<file path="src/rtl/period_meter_pkg.sv">
// Shared definitions for the period meter: FSM state encoding and default sizing.
// Latency: n/a (types and constants only).
// Backpressure: n/a.
package period_meter_pkg;

    // Measurement FSM states
    typedef enum logic [1:0] {
        ST_IDLE    = 2'd0,
        ST_ARM     = 2'd1,
        ST_MEASURE = 2'd2,
        ST_DONE    = 2'd3
    } state_t;

    // Default counter width and abort threshold
    localparam int          DEFAULT_COUNTER_SIZE = 16;
    localparam logic [15:0] DEFAULT_TIMEOUT_MAX  = 16'd50000;

    // True for the states in which a measurement is in flight
    function automatic logic is_busy_state(input state_t s);
        return (s == ST_ARM) || (s == ST_MEASURE);
    endfunction

endpackage

</file>
<file path="src/rtl/period_meter_if.sv">
// Request/result bundle between a period meter and its user.
// Latency: n/a (wiring only).
// Backpressure: none; start is a one-cycle request that is ignored while busy.
interface period_meter_if
    import period_meter_pkg::*;
#(
    parameter int WIDTH = DEFAULT_COUNTER_SIZE
) ();

    logic             signal_in;  // asynchronous waveform to be measured
    logic             start;      // one-cycle measurement request
    logic             busy;       // measurement in progress
    logic             done;       // one-cycle result strobe
    logic             timeout;    // last measurement aborted
    logic [WIDTH-1:0] period;     // last measured period in clock cycles

    // User side: drives the waveform and the request, observes results
    modport master (
        output signal_in,
        output start,
        input  busy,
        input  done,
        input  timeout,
        input  period
    );

    // Meter side
    modport slave (
        input  signal_in,
        input  start,
        output busy,
        output done,
        output timeout,
        output period
    );

endinterface

</file>
<file path="src/rtl/period_meter_signal_synchronizer.sv">
// Two-flop synchronizer plus history flop producing a rising-edge pulse.
// Latency: rise_pulse is high in the 3rd cycle after async_in is first sampled high.
// Backpressure: none; free-running.
module signal_synchronizer (
    input  logic clock,
    input  logic reset,
    input  logic async_in,
    output logic sync_out,
    output logic rise_pulse
);

    logic meta_q;   // first stage, may go metastable
    logic sync_q;   // second stage, safe to use
    logic hist_q;   // previous synchronized value for edge detection

    // Synchronizer chain and history flop, all cleared by reset
    always_ff @(posedge clock) begin
        if (reset) begin
            meta_q <= 1'b0;
            sync_q <= 1'b0;
            hist_q <= 1'b0;
        end else begin
            meta_q <= async_in;
            sync_q <= meta_q;
            hist_q <= sync_q;
        end
    end

    assign sync_out   = sync_q;
    // Rising edge: synchronized value now high, was low one cycle ago
    assign rise_pulse = sync_q & ~hist_q;

endmodule

</file>
<file path="src/rtl/period_meter.sv">
// Measures the clock-cycle distance between two consecutive rising edges of signal_in.
// Latency: done one cycle after the second detected edge (or after the counter reaches TIMEOUT_MAX).
// Backpressure: start is accepted only in IDLE; requests while busy or in DONE are dropped.
module period_meter
    import period_meter_pkg::*;
#(
    parameter int                      COUNTER_SIZE = DEFAULT_COUNTER_SIZE,
    parameter logic [COUNTER_SIZE-1:0] TIMEOUT_MAX  = COUNTER_SIZE'(DEFAULT_TIMEOUT_MAX)
) (
    input  logic           clock,
    input  logic           reset,
    period_meter_if.slave  bus
);

    // The interface WIDTH must equal COUNTER_SIZE at the instantiation site.

    logic sync_level_unused;   // level output of the synchronizer, not needed here
    logic sig_rise;            // one-cycle rising-edge strobe, already synchronized

    signal_synchronizer u_sync (
        .clock      (clock),
        .reset      (reset),
        .async_in   (bus.signal_in),
        .sync_out   (sync_level_unused),
        .rise_pulse (sig_rise)
    );

    state_t                  state_q,   state_d;
    logic [COUNTER_SIZE-1:0] counter_q, counter_d;
    logic [COUNTER_SIZE-1:0] period_q,  period_d;
    logic                    timeout_q, timeout_d;
    logic                    busy_q,    busy_d;
    logic                    done_q,    done_d;

    logic [COUNTER_SIZE-1:0] counter_inc;
    logic                    at_limit;

    // Counting stops at TIMEOUT_MAX, so the increment can never wrap
    assign counter_inc = counter_q + COUNTER_SIZE'(1);
    assign at_limit    = (counter_q == TIMEOUT_MAX);

    // Next-state, counter and result logic; an edge always beats the timeout
    always_comb begin
        state_d   = state_q;
        counter_d = counter_q;
        period_d  = period_q;
        timeout_d = timeout_q;

        case (state_q)
            ST_IDLE: begin
                if (bus.start) begin
                    state_d   = ST_ARM;
                    counter_d = '0;
                    timeout_d = 1'b0;
                end
            end

            ST_ARM: begin
                if (sig_rise) begin
                    // First edge: the cycle after it is cycle 1 of the period
                    state_d   = ST_MEASURE;
                    counter_d = COUNTER_SIZE'(1);
                end else if (at_limit) begin
                    state_d   = ST_DONE;
                    period_d  = '0;
                    timeout_d = 1'b1;
                end else begin
                    counter_d = counter_inc;
                end
            end

            ST_MEASURE: begin
                if (sig_rise) begin
                    state_d   = ST_DONE;
                    period_d  = counter_q;
                    timeout_d = 1'b0;
                end else if (at_limit) begin
                    state_d   = ST_DONE;
                    period_d  = '0;
                    timeout_d = 1'b1;
                end else begin
                    counter_d = counter_inc;
                end
            end

            ST_DONE: begin
                state_d = ST_IDLE;
            end

            default: begin
                state_d = ST_IDLE;
            end
        endcase
    end

    // Status flags registered from the next state so outputs come straight from flops
    always_comb begin
        busy_d = is_busy_state(state_d);
        done_d = (state_d == ST_DONE);
    end

    // State, counter and output registers; reset aborts any measurement silently
    always_ff @(posedge clock) begin
        if (reset) begin
            state_q   <= ST_IDLE;
            counter_q <= '0;
            period_q  <= '0;
            timeout_q <= 1'b0;
            busy_q    <= 1'b0;
            done_q    <= 1'b0;
        end else begin
            state_q   <= state_d;
            counter_q <= counter_d;
            period_q  <= period_d;
            timeout_q <= timeout_d;
            busy_q    <= busy_d;
            done_q    <= done_d;
        end
    end

    assign bus.busy    = busy_q;
    assign bus.done    = done_q;
    assign bus.timeout = timeout_q;
    assign bus.period  = period_q;

endmodule

</file>
<file path="src/flat_wrapper.sv">
// flat-port wrapper written by rule: the top's interface ports become plain ports
module period_meter_flat import period_meter_pkg::*;
#(
    parameter int                      COUNTER_SIZE = DEFAULT_COUNTER_SIZE,
    parameter logic [COUNTER_SIZE-1:0] TIMEOUT_MAX  = COUNTER_SIZE'(DEFAULT_TIMEOUT_MAX)
)
  (clock, reset, bus_signal_in, bus_start, bus_busy, bus_done, bus_timeout, bus_period);
  period_meter_if bus_i ();
  input  logic clock;
  input  logic reset;
  input wire logic [$bits(bus_i.signal_in)-1:0] bus_signal_in;
  input wire logic [$bits(bus_i.start)-1:0] bus_start;
  output wire logic [$bits(bus_i.busy)-1:0] bus_busy;
  output wire logic [$bits(bus_i.done)-1:0] bus_done;
  output wire logic [$bits(bus_i.timeout)-1:0] bus_timeout;
  output wire logic [$bits(bus_i.period)-1:0] bus_period;
  assign bus_i.signal_in = bus_signal_in;
  assign bus_i.start = bus_start;
  assign bus_busy = bus_i.busy;
  assign bus_done = bus_i.done;
  assign bus_timeout = bus_i.timeout;
  assign bus_period = bus_i.period;
  period_meter #(.COUNTER_SIZE(COUNTER_SIZE), .TIMEOUT_MAX(TIMEOUT_MAX)) u_core (.clock(clock), .reset(reset), .bus(bus_i));
endmodule
</file>
<file path="config.mk">
export PLATFORM = sky130hd
export DESIGN_NAME = period_meter_flat
export DESIGN_NICKNAME = d
export VERILOG_FILES = /design/src/rtl/period_meter_pkg.sv /design/src/rtl/period_meter_if.sv /design/src/rtl/period_meter_signal_synchronizer.sv /design/src/rtl/period_meter.sv /design/src/flat_wrapper.sv
export SDC_FILE = /design/constraint.sdc
export NUM_CORES = 1
export LEC_CHECK = 0
export ABC_CLOCK_PERIOD_IN_PS = 2850
export CORE_ASPECT_RATIO = 0.7
export CORE_MARGIN = 2
export CORE_UTILIZATION = 54
export CTS_CLUSTER_SIZE = 12
export DETAILED_ROUTE_END_ITERATION = 12
export PLACE_DENSITY = 0.78
export SYNTH_ARGS = -nofsm -noshare
export SYNTH_HDL_FRONTEND = slang
export SYNTH_HIERARCHICAL = 1
export SYNTH_SLANG_ARGS = --single-unit
</file>
<file path="constraint.sdc">
create_clock -name clock -period 2.85 [get_ports clock]
set_input_delay 0.57 -clock clock [delete_from_list [all_inputs] [get_ports clock]]
set_output_delay 0.57 -clock clock [all_outputs]
set_load 0.05 [all_outputs]
</file>
==> results of run 1 <==
registers in the layout, indices dropped and copies added, names as in the netlist:
register	cells
u_core/bus.period	16
u_core/u_sync/hist_q	1
u_core/bus.busy	1
u_core/bus.timeout	1
u_core/state_q	2
u_core/bus.done	1
u_core/counter_q	16
u_core/u_sync/sync_out	1
u_core/u_sync/meta_q	1
layer usage:
layer / GRT usage (%) / wire length (um) / vias up
met3: 7.048 / 387 / 11
met2: 38.39 / 1957 / 93
li1: - / - / 779
met1: 34.81 / 1966 / 752
met5: 0 / 0 / -
met4: 8.333 / 55 / 0
area by class of cell:
class / instances / area, sq um / share of cell area (%)
clock buffer: 6 / 82.58 / 3.710
multi-input combinational: 133 / 979.7 / 44.01
sequential: 40 / 800.8 / 35.98
clock inverter: 2 / 38.79 / 1.743
tap: 47 / 58.81 / 2.642
timing repair buffer: 24 / 235.2 / 10.57
inverter: 8 / 30.03 / 1.349
kinds of logic after synthesis:
logic type                 after synthesis
xor gates and xnor gates                 1
adders and majority gates                8
and+or+nand+nor                         65
AOI/OAI and AO/OA                       59
buffers and inverters                   17
DFF                                     40
report_power, final:
| part | internal [mW] | switching, mW |
|---|---|---|
| clock | 0.286 | 0.203 |
| sequential | 0.569 | 0.0111 |
| combinational | 0.0479 | 0.0834 |
| total | 0.903 | 0.298 |
worst paths after layout:
| check | depth (start not counted) | slack [ps] | end | start |
|---|---|---|---|---|
| max reg2reg | 6 | 520 | u_core/counter_q[5] | u_core/state_q[1] |
| min | 1 | 440 | u_core/u_sync/sync_out | u_core/u_sync/meta_q |
| min reg2reg | 1 | 440 | u_core/u_sync/sync_out | u_core/u_sync/meta_q |
| max | 6 | 520 | u_core/counter_q[5] | u_core/state_q[1] |
layout by cell type, fill, tap and decap left out, types with 5 or more instances in the layout:
master / count
a21oi_1: 16
clkbuf_8: 6
nor2_1: 5
o21ai_0: 7
ha_1: 8
dfxtp_1: 40
a22o_1: 16
nand3_1: 9
nor3_1: 5
clkdlybuf4s50_1: 22
o31ai_1: 9
inv_1: 8
nor2b_1: 5
or4_1: 11
==> reports/metrics.csv, run 1 <==
metric,value,unit
vias per inst,6.288,
share of flip-flops with an asynchronous set or reset,0,%
final WL,4366,um
layout overhead on the synthesized area,19.24,%
DP Area,2105,sq um
Max clock buf depth,2,
final non-filler cell total,260,
number of flops mapped to enable cells by yosys,0,
Rows,17,
"Clk Latency, worst-skew pair",290,ps
DRT iter0 DRCs,187,
setup_tns,0,ps
mean area per synthesized cell,9.825,sq um
Post-synth top flop,dfxtp_1,
die width,74.28,um
I/O pins,23,
max_cap viols,0,
Placer Congestion,0.8619,
Peak VDD IR,0.3611,mV
# hold bufs at CTS,0,
residual overflow from global routing,0,
Tot Pwr,1.201,mW
crit path kind,flop to flop,
initial antenna violation count,0,
Clock transition at path regs,80,ps
Worst path max stage delay,590,ps
Slew HR,47.73,%
Max Fclk,429.2,MHz
final HPWL from detailed placement,3097,um
wire per inst,16.79,um
DR vias,1635,
Final WS setup,520.3,ps
pin count of the biggest net entering global routing,17,
final-report max-slew violation count,0,
#FFs+latches synth,40,
Port Buffer Count,22,
CTS root buf,clkbuf_8,
final core utilization,68.85,%
Post-CTS Resized,0,
first drt pass iteration count,9,
cell area after synthesis,1867,sq um
die area,3951,sq um
gr usage total,25.33,%
Fin. Hold Viols,0,
antenna fix cells,0,
worst hold slack,440.9,ps
"Buf+Inv Stages, Crit Path",1,
CTS tree,built,
simple-gate share of the synthesized area,23.46,%
Synth Area in Compound Gates,23.19,%
P_leak,0.7875,nW
vias in the first global route,1479,
Worst-Margin Slew,784.1,ps
crit-path cells,"inv_1, ha_1, nor2b_2, or3_2, or4_1, a21oi_1",
final net count,224,
chip height,53.20,um
WP data arrival,2550,ps
CP max stage cell,or3_2,
Sink Count,40,
"Seq/Total Area, Yosys",42.90,%
Critical Path End Type,flop,
status,completed,
"count leader, synth",dfxtp_1,
drc violations,0,
Netlist cell types,45,
critical path peak fanout,12,
H-tree depth,2,
first-pass GRT wire length,7327,um
post-synth top area cell,dfxtp_1,
cell total after placement,252,
syn_nets,202,
YS warnings,6,
Critical Path Start Type,flop,
clk_skew,6.929,ps
ranking of synthesized cells by area,"dfxtp_1, a22o_1, ha_1",
Synth Area in XOR/XNOR,0.4692,%
initial core utilization,57.74,%
Worst Path Required,3070,ps
Syn Inst Count,190,
power density cells,539.5,nW/um^2
CTS buffer count,5,
fin crit period,2330,ps
cell family with most CP delay,simple AND/OR/NAND/NOR gates,
Post-Synth Adder-Cell Area,5.362,%
Yosys top cell area share,42.90,%
ANT nets after route,0,
share of cells above drive strength 1,11.74,%
core area,3233,sq um
post-CTS setup-driven buffer insertion count,0,
Final Setup Violations,0,
post-route cell area,2226,sq um
Post-synth top cells,"dfxtp_1, a21oi_1, a22o_1",
Place WS,287.6,ps
worst hold path class,flop to flop,
multiplexer share of the synthesized area,0,%
Fillers,257,
largest family of logic cells by synthesized area,simple AND/OR/NAND/NOR gates,
Final period util,81.75,%
RSZ-0062 raised after global routing,no,
Power figures use the tool's default switching activity.
==> run 2: changes to the inputs <==
--- a/config.mk
+++ b/config.mk
@@ -5,7 +5,7 @@
 export SDC_FILE = /design/constraint.sdc
 export NUM_CORES = 1
 export LEC_CHECK = 0
-export ABC_CLOCK_PERIOD_IN_PS = 2850
+export ABC_CLOCK_PERIOD_IN_PS = 2400
 export CORE_ASPECT_RATIO = 0.7
 export CORE_MARGIN = 2
 export CORE_UTILIZATION = 54
==> constraint.sdc (replaced) <==
create_clock -name clock -period 2.4 [get_ports clock]
set_input_delay 0.48 -clock clock [delete_from_list [all_inputs] [get_ports clock]]
set_output_delay 0.48 -clock clock [all_outputs]
set_load 0.05 [all_outputs]
==> run 2 against run 1 <==
Compared with the run above: sequential share of layout area shrank 1.0 points; wire length grew 5.6%; hold slack gained 2.3 ps; via count grew 4.9%; first-iteration DRC count shrank 42%; critical path type unchanged; critical endpoint is now u_core/counter_q[11].
==> reports/metrics.csv, run 2 (synthesis gave the netlist of run 1 again) <==
metric,value,unit
crit path kind,flop to flop,
Final Setup Violations,0,
Peak VDD IR,0.3903,mV
worst hold path class,flop to flop,
WP data arrival,2490,ps
residual overflow from global routing,0,
post-route cell area,2295,sq um
Rows,17,
DP Area,2172,sq um
drc violations,0,
reg-to-reg endpoint,u_core/counter_q[11],
RSZ-0062 raised after global routing,no,
CTS tree,built,
Placer Congestion,0.8859,
Critical Path Start Type,flop,
hold depth,1,
final HPWL from detailed placement,3257,um
P_leak,0.8324,nW
Worst Min Path Start,u_core/u_sync/meta_q,
Worst Path Required,2630,ps
critical path peak fanout,12,
Port Buffer Count,22,
worst reg2reg setup slack,140,ps
Fin. Hold Viols,0,
post-CTS setup-driven buffer insertion count,0,
vias in the first global route,1638,
"most common cell after layout, fill and taps aside",dfxtp_1,
Sink Count,40,
die area,3951,sq um
I/O pins,23,
CTS root buf,clkbuf_8,
Worst-Margin Slew,1006,ps
H-tree depth,2,
ANT nets after route,0,
final WL,4610,um
power density cells,631.1,nW/um^2
chip height,53.20,um
antenna fix cells,0,
DR vias,1715,
cells on worst reg2reg path,6,
cell total after placement,261,
DRT iter0 DRCs,108,
Reg area,802.0,sq um
multi-input logic area,979.7,sq um
"leading cell types in the layout, fill and taps excluded","dfxtp_1, clkdlybuf4s50_1, a21oi_1, a22o_1",
status,completed,
fin crit period,2260,ps
WHS Endpoint,u_core/u_sync/sync_out,
Clock transition at path regs,80,ps
worst reg2reg startpoint,u_core/state_q[1],
Max Fclk,442.5,MHz
final net count,233,
Slew HR,32.64,%
pin count of the biggest net entering global routing,17,
final core utilization,70.98,%
final-report max-slew violation count,0,
initial core utilization,57.74,%
final non-filler cell total,269,
first-pass GRT wire length,7928,um
clk_skew,3.721,ps
core area,3233,sq um
CTS buffer count,5,
Max clock buf depth,2,
first drt pass iteration count,4,
Final period util,94.16,%
max_cap viols,0,
vias per inst,6.375,
wire per inst,17.14,um
share of cells above drive strength 1,15.77,%
Critical Path End Type,flop,
"Clk Latency, worst-skew pair",290,ps
# hold bufs at CTS,0,
layout overhead on the synthesized area,22.92,%
initial antenna violation count,0,
Fillers,246,
gr usage total,26.87,%
die width,74.28,um
-- run 2: worst max path at each step --
| stage | start | to | slack, ps |
|---|---|---|---|
| global placement | bus_start | u_core/counter_q[11] | 30 |
| finish | u_core/state_q[1] | u_core/counter_q[11] | 140 |
| floorplan | u_core/state_q[0] | u_core/counter_q[15] | 260 |
| detailed placement | bus_start | u_core/counter_q[11] | -20 |
| global route | u_core/counter_q[0] | u_core/bus.busy | 2 |
| CTS | u_core/state_q[0] | u_core/counter_q[11] | 100 |
-- run 2: through the flow --
stage	total power [mW]	hold WS [ps]	setup slack (ps)	setup TNS (ps)
3_3_place_gp	0.8649	416.8	32.88	0
3_5_place_dp	0.8734	424.9	-21.91	-21.91
4_1_cts	1.451	444.2	100.6	0
2_1_floorplan	0.8170	413.8	255.2	0
5_1_grt	1.514	477.8	2.258	0
6_report	1.448	443.2	140.2	0
-- run 2: repair_timing --
action | 4_1_cts | 5_1_grt
endpoints found under the setup margin | 0 | 4
resized for setup | 0 | 1
hold endpoints to repair | 0 | 0
-- run 2: power breakdown --
part / leakage, nW / switching [mW] / internal [mW] / total, mW
Sequential: 0.324 / 0.0131 / 0.676 / 0.689
Clock: 0.0614 / 0.242 / 0.340 / 0.582
Combinational: 0.447 / 0.108 / 0.0690 / 0.177
-- run 2: worst max-delay path, stage by stage, from the launching register on --
cell,delay (ps)
dfxtp_1,430
inv_1,110
ha_1,190
nor2b_2,180
or4_4,600
or4_1,530
a21oi_1,150
-- run 2: area by class of cell --
class,count,share of cell area [%]
Clock buffer,6,3.599
Clock inverter,2,1.690
Inverter,8,1.309
Multi-Input combinational cell,133,42.69
Sequential cell,40,34.95
Tap cell,47,2.563
Timing Repair Buffer,33,13.20
-- run 2: per-layer routing --
layer  track usage (%)  wire length [um]  up-vias
met5                 0                 0        -
met4             11.90                96        0
met3             7.048               398       15
met2             39.29              2008       87
met1             37.11              2107      817
li1                  -                 -      796
